File: config.mk
export PLATFORM = sky130hd
export DESIGN_NAME = femto_seq
export DESIGN_NICKNAME = d
export VERILOG_FILES = /design/src/rtl/femto_pkg.sv /design/src/rtl/femto_ififo.sv /design/src/rtl/femto_seq.sv
export SDC_FILE = /design/constraint.sdc
export NUM_CORES = 1
export LEC_CHECK = 0
export BUFFER_PORTS_ARGS = -buffer_cell sky130_fd_sc_hd__buf_4
export CAP_MARGIN = 20
export CORE_UTILIZATION = 35
export CTS_BUF_LIST = sky130_fd_sc_hd__clkbuf_4 sky130_fd_sc_hd__clkbuf_8 sky130_fd_sc_hd__clkbuf_16
export DETAILED_ROUTE_END_ITERATION = 8
export GPL_ROUTABILITY_DRIVEN = 0
export GPL_TIMING_DRIVEN = 0
export PLACE_DENSITY = 0.62
export SLEW_MARGIN = 15
export SYNTH_ARGS = -nofsm -noshare
export SYNTH_HDL_FRONTEND = slang
export SYNTH_SLANG_ARGS = --single-unit
File: constraint.sdc
create_clock -name clk -period 3.6 [get_ports clk]
set_clock_uncertainty 0.2 [all_clocks]
set_input_delay 0.9 -clock clk [delete_from_list [all_inputs] [get_ports clk]]
set_output_delay 0.9 -clock clk [all_outputs]
set_load 0.1 [all_outputs]
File: src/rtl/femto_pkg.sv
// Shared definitions for the femto instruction sequencer: opcodes, FSM states
// and the instruction-word width derivation.
package femto_pkg;

  localparam int unsigned OP_LDI = 0;
  localparam int unsigned OP_ADD = 1;
  localparam int unsigned OP_SUB = 2;
  localparam int unsigned OP_AND = 3;
  localparam int unsigned OP_OR  = 4;
  localparam int unsigned OP_XOR = 5;
  localparam int unsigned OP_MOV = 6;
  localparam int unsigned OP_OUT = 7;

  typedef enum logic [2:0] {
    S_IDLE,
    S_IMM,
    S_READ,
    S_EXEC,
    S_WB
  } state_e;

  // Instruction word: op in the top OPSIZE bits, then rd, then rs.
  function automatic int unsigned iw_of(input int unsigned opsize,
                                        input int unsigned numrf);
    return opsize + 2 * numrf;
  endfunction

endpackage

File: src/rtl/femto_ififo.sv
// Instruction FIFO: synchronous, count-based full/empty, no write-to-read bypass.
module femto_ififo #(
  parameter int unsigned W      = 7,
  parameter int unsigned QDEPTH = 2
) (
  input  logic         clk,
  input  logic         rst,
  input  logic         push,
  input  logic         pop,
  input  logic [W-1:0] din,
  output logic [W-1:0] head,
  output logic         full,
  output logic         empty
);

  localparam int unsigned DEPTH = 2 ** QDEPTH;

  logic [W-1:0]      mem_q [DEPTH];
  logic [QDEPTH-1:0] wr_q, wr_d;
  logic [QDEPTH-1:0] rd_q, rd_d;
  logic [QDEPTH:0]   cnt_q, cnt_d;
  logic              push_ok, pop_ok;

  assign full    = (cnt_q == (QDEPTH + 1)'(DEPTH));
  assign empty   = (cnt_q == '0);
  assign head    = mem_q[rd_q];
  assign push_ok = push && !full;
  assign pop_ok  = pop && !empty;

  // Next pointer and occupancy values.
  always_comb begin
    wr_d  = wr_q;
    rd_d  = rd_q;
    cnt_d = cnt_q;
    if (push_ok) wr_d = wr_q + QDEPTH'(1);
    if (pop_ok)  rd_d = rd_q + QDEPTH'(1);
    case ({push_ok, pop_ok})
      2'b10:   cnt_d = cnt_q + (QDEPTH + 1)'(1);
      2'b01:   cnt_d = cnt_q - (QDEPTH + 1)'(1);
      default: cnt_d = cnt_q;
    endcase
  end

  // Pointer and count registers.
  always_ff @(posedge clk or posedge rst) begin
    if (rst) begin
      wr_q  <= '0;
      rd_q  <= '0;
      cnt_q <= '0;
    end else begin
      wr_q  <= wr_d;
      rd_q  <= rd_d;
      cnt_q <= cnt_d;
    end
  end

  // Storage array; contents are don't-care while the count says empty.
  always_ff @(posedge clk) begin
    if (push_ok) mem_q[wr_q] <= din;
  end

endmodule

File: src/rtl/femto_seq.sv
// femto instruction sequencer: buffers instruction words and steps the
// datapath through IDLE/IMM/READ/EXEC/WB, with all controls registered.
module femto_seq
  import femto_pkg::*;
#(
  parameter  int unsigned OPSIZE = 3,
  parameter  int unsigned NUMRF  = 2,
  parameter  int unsigned SIZE   = 4,
  parameter  int unsigned QDEPTH = 2,
  localparam int unsigned IW     = iw_of(OPSIZE, NUMRF)
) (
  input  logic              clk,
  input  logic              rst,
  input  logic              run,
  input  logic              in_valid,
  input  logic [IW-1:0]     in_data,
  output logic              in_ready,
  output logic [NUMRF-1:0]  rf_raddr_a,
  output logic [NUMRF-1:0]  rf_raddr_b,
  output logic [OPSIZE-1:0] alu_op,
  output logic              alu_en,
  output logic              rf_we,
  output logic [NUMRF-1:0]  rf_waddr,
  output logic              wb_sel,
  output logic [SIZE-1:0]   imm,
  output logic              out_we,
  output logic              busy,
  output logic [7:0]        retired
);

  state_e             state_q, state_d;
  logic [IW-1:0]      ir_q, ir_d;
  logic [SIZE-1:0]    imm_q, imm_d;
  logic [7:0]         retired_q, retired_d;
  logic               alu_en_q, alu_en_d;
  logic               rf_we_q, rf_we_d;
  logic               out_we_q, out_we_d;
  logic               wb_sel_q, wb_sel_d;

  logic               fifo_full, fifo_empty, fifo_pop;
  logic [IW-1:0]      fifo_head;
  logic [OPSIZE-1:0]  head_op, ir_op;

  femto_ififo #(
    .W      (IW),
    .QDEPTH (QDEPTH)
  ) u_ififo (
    .clk   (clk),
    .rst   (rst),
    .push  (in_valid && !fifo_full),
    .pop   (fifo_pop),
    .din   (in_data),
    .head  (fifo_head),
    .full  (fifo_full),
    .empty (fifo_empty)
  );

  assign head_op    = fifo_head[IW-1 -: OPSIZE];
  assign ir_op      = ir_q[IW-1 -: OPSIZE];

  assign in_ready   = !fifo_full;
  assign rf_raddr_a = ir_q[2*NUMRF-1 -: NUMRF];
  assign rf_raddr_b = ir_q[NUMRF-1:0];
  assign rf_waddr   = ir_q[2*NUMRF-1 -: NUMRF];
  assign alu_op     = ir_op;
  assign alu_en     = alu_en_q;
  assign rf_we      = rf_we_q;
  assign out_we     = out_we_q;
  assign wb_sel     = wb_sel_q;
  assign imm        = imm_q;
  assign retired    = retired_q;
  assign busy       = (state_q != S_IDLE);

  // Next-state logic; each pulse is computed one state early so it is
  // registered and lands exactly in the state that owns it.
  always_comb begin
    state_d   = state_q;
    ir_d      = ir_q;
    imm_d     = imm_q;
    retired_d = retired_q;
    wb_sel_d  = wb_sel_q;
    alu_en_d  = 1'b0;
    rf_we_d   = 1'b0;
    out_we_d  = 1'b0;
    fifo_pop  = 1'b0;
    case (state_q)
      S_IDLE: begin
        if (run && !fifo_empty) begin
          fifo_pop = 1'b1;
          ir_d     = fifo_head;
          wb_sel_d = (head_op == OPSIZE'(OP_LDI));
          state_d  = (head_op == OPSIZE'(OP_LDI)) ? S_IMM : S_READ;
        end
      end
      S_IMM: begin
        if (!fifo_empty) begin
          fifo_pop = 1'b1;
          imm_d    = fifo_head[SIZE-1:0];
          rf_we_d  = 1'b1;
          state_d  = S_WB;
        end
      end
      S_READ: begin
        alu_en_d = 1'b1;
        state_d  = S_EXEC;
      end
      S_EXEC: begin
        if (ir_op == OPSIZE'(OP_OUT)) out_we_d = 1'b1;
        else                          rf_we_d  = 1'b1;
        state_d = S_WB;
      end
      S_WB: begin
        retired_d = retired_q + 8'd1;
        state_d   = S_IDLE;
      end
      default: state_d = S_IDLE;
    endcase
  end

  // FSM state, instruction/immediate registers, counter and registered controls.
  always_ff @(posedge clk or posedge rst) begin
    if (rst) begin
      state_q   <= S_IDLE;
      ir_q      <= '0;
      imm_q     <= '0;
      retired_q <= '0;
      alu_en_q  <= 1'b0;
      rf_we_q   <= 1'b0;
      out_we_q  <= 1'b0;
      wb_sel_q  <= 1'b0;
    end else begin
      state_q   <= state_d;
      ir_q      <= ir_d;
      imm_q     <= imm_d;
      retired_q <= retired_d;
      alu_en_q  <= alu_en_d;
      rf_we_q   <= rf_we_d;
      out_we_q  <= out_we_d;
      wb_sel_q  <= wb_sel_d;
    end
  end

endmodule

==> flow_summary_export.csv <==
group,metric,value,unit
status,status,"completed",
clock_network,cts_sinks,61,
layout,postLayoutCoreUtil,45.50,%
grt,grt_busiest_layer,"met2",
die,die-area,0.007513,mm²
yosys,ys_ff_latch,61,
yosys,syn_nets,170,
clock_network,cts_tree,"done",
worst_setup_path,worstReg2RegStart,"state_q[1]",
layout,instances_no_fill,301,
die,fp.dieH,86.68,µm
die,coreArea,0.006869,mm²
clock_network,cts_inserted_buffers,9,
layout,nFillCells,624,
yosys,yosysSeqAreaShare,66.40,%
timing,drv_slew,0,
grt,grt_pass1_wl,6851,µm
yosys,async_flop_share,54.10,%
clock_network,htree_num_levels,3,
route,routed_via_density,4.598,
grt,grt.met1_usage,15.15,%
place,portBuffers,37,
timing,slew_headroom,54.00,%
timing,min_period,2741,ps
worst_hold_path,hold_path.class,"reg -> reg",
yosys,syn_area,0.002510,mm²
route,vias,1384,
grt,grtUsageMet2,19.77,%
clock_network,clk_latency,340,ps
place,place_hpwl,2887,µm
yosys,synthTopCellsByCount,"dfrtp_1, edfxtp_1, mux2_2",
timing,hold_viol,0,
grt,grt_use_total,12.68,%
route,wire_per_inst,13.61,µm
layout,diodes,0,
route,antenna_left,0,
yosys,synth.area.top_cells,"edfxtp_1, dfrtp_1, mux2_2, mux4_1, ha_1",
die,die_x,86.68,µm
timing,setup_viol,0,
route,firstDrtPassIters,4,
route,post-route-drc-count,0,
grt,grt_max_degree,34,
yosys,syn_inst,152,
route,drt-total-wl,4096,µm
clock_network,clockRootBuffer,"clkbuf_8",
clock_network,ctsHoldBuffers,0,
die,num_rows,30,
die,start_util,36.54,%
clock_network,cts.repair.resized,0,
yosys,synth_top_area_cell,"edfxtp_1",
grt,grt_pass1_vias,1400,
place,dp.cells,285,
yosys,ys_types,34,
route,initialDrtViolationCount,60,
worst_setup_path,arrival,2800,ps
yosys,synth_flop_cell,"dfrtp_1",
timing,setup-tns-final,0,ps
clock_network,clk_path_buf_depth,2,
grt,grt_antenna_before_repair,0,
yosys,syn_area_per_cell,16.51,µm²
layout,layout.nets,218,
run,maxCapViolCount,0,
clock_network,clk_pin_slew,60,ps
yosys,yosys.area.top_type_share,33.50,%
yosys,yosysWarnings,0,
timing,finalCritPeriodShare,76.15,%
worst_setup_path,crit_start,"state_q[1]",
timing,tightest_slew,689.1,ps
die,pin_count,38,
timing,fmax,0.3648,GHz
timing,grt_setup_unrepaired,"false",
grt,overflow,0,
layout,drive_gt1_share,38.54,%
worst_setup_path,critical_path_peak_fanout,10,
worst_setup_path,endpoint_kind,"flip-flop",
worst_setup_path,startpoint_type,"flip-flop",
clock_network,postCtsSetupBuffers,0,
yosys,yosysMostFrequentCell,"dfrtp_1",
layout,area_delta_synth_final,24.53,%
yosys,synth-edff-count,28,
grt,grtUsageMet3,5.524,%
worst_setup_path,worstPathRequired,3660,ps
worst_setup_path,path_class,"reg -> reg",
worst_hold_path,hold_start,"retired[7]",
==> stage by stage <==
step / area, µm² / setup WS, ps / hold WS [ps]
2_1_floorplan: 2510 / 462.6 / 251.6
3_3_place_gp: 2908 / 550.5 / 264.5
3_5_place_dp: 2908 / 539.6 / 275.9
4_1_cts: 3126 / 834.8 / 285.3
5_1_grt: 3126 / 718.1 / 319.1
6_report: 3126 / 858.7 / 275.9
==> routing by layer <==
layer / routed length, µm / up-vias
li1: - / 652
met1: 1878 / 687
met2: 1926 / 37
met3: 211 / 8
met4: 80 / 0
met5: 0 / -
==> registers in the layout, indices dropped and copies added (netlist names) <==
name           cells
ir_q               7
out_we             1
u_ififo.wr_q       2
retired            8
state_q            3
rf_we              1
u_ififo.mem_q     28
u_ififo.rd_q       2
imm                4
alu_en             1
wb_sel             1
u_ififo.cnt_q      3
==> final timing paths <==
| check | endpoint | slack (ps) | depth (start not counted) |
|---|---|---|---|
| setup / recovery | u_ififo.cnt_q[2] | 860 | 10 |
| min in group asynchronous | retired[7] | 480 | 2 |
| setup reg to reg | u_ififo.cnt_q[2] | 860 | 10 |
| hold / removal | retired[7] | 280 | 1 |
| max in group asynchronous | u_ififo.rd_q[0] | 2280 | 2 |
| hold reg to reg | retired[7] | 280 | 1 |
==> layout make-up <==
class / count / area, µm² / share of cell area, %
inverter: 7 / 26.28 / 0.8407
tap: 96 / 120.1 / 3.843
multi-input combinational: 78 / 778.2 / 24.90
clock inverter: 1 / 30.03 / 0.9608
timing repair buffer: 37 / 277.8 / 8.887
clock buffer: 15 / 187.7 / 6.005
buffer: 6 / 38.79 / 1.241
sequential: 61 / 1667 / 53.32
==> critical path, cell delays in order (launching register included) <==
cell,delay (ps)
dfrtp_1,440
or3_1,390
or2_2,280
buf_2,200
nand2_1,130
ha_1,190
inv_1,60
fa_1,370
xor2_1,150
nor2_1,110
xor2_1,150
==> layout by cell type (no fill, tap or decap) <==
cell type / n
nand2_1: 2
xnor2_1: 6
nand4_1: 1
clkbuf_1: 2
a21boi_2: 1
and3_1: 5
dfrtp_1: 33
or3_1: 2
xor2_1: 7
buf_6: 1
bufinv_16: 1
buf_2: 1
o31ai_1: 1
or2_2: 1
a21oi_1: 1
buf_4: 39
mux4_2: 3
inv_1: 6
fa_1: 1
nor2b_1: 1
inv_2: 1
clkbuf_4: 3
mux2_2: 14
o21a_1: 1
nand2b_1: 2
or4_4: 1
nand3_1: 4
ha_1: 6
nor3b_1: 1
mux2i_1: 1
and2_1: 3
and4_1: 2
edfxtp_1: 28
clkbuf_8: 12
nor3_1: 2
a221oi_2: 1
nor2_1: 4
mux4_1: 4
==> kinds of logic after synthesis <==
| logic type | after synthesis | synth area share [%] |
|---|---|---|
| fa+ha+maj | 7 | 3.789 |
| xor+xnor | 13 | 4.536 |
| flops | 61 | 66.40 |
| buf+inv | 13 | 2.592 |
| simple gates | 31 | 7.279 |
| compound gates | 5 | 1.844 |
| mux | 22 | 13.56 |
Power is not shown: default switching activity piles up to over one toggle a cycle in this logic, so the estimate is an artifact.
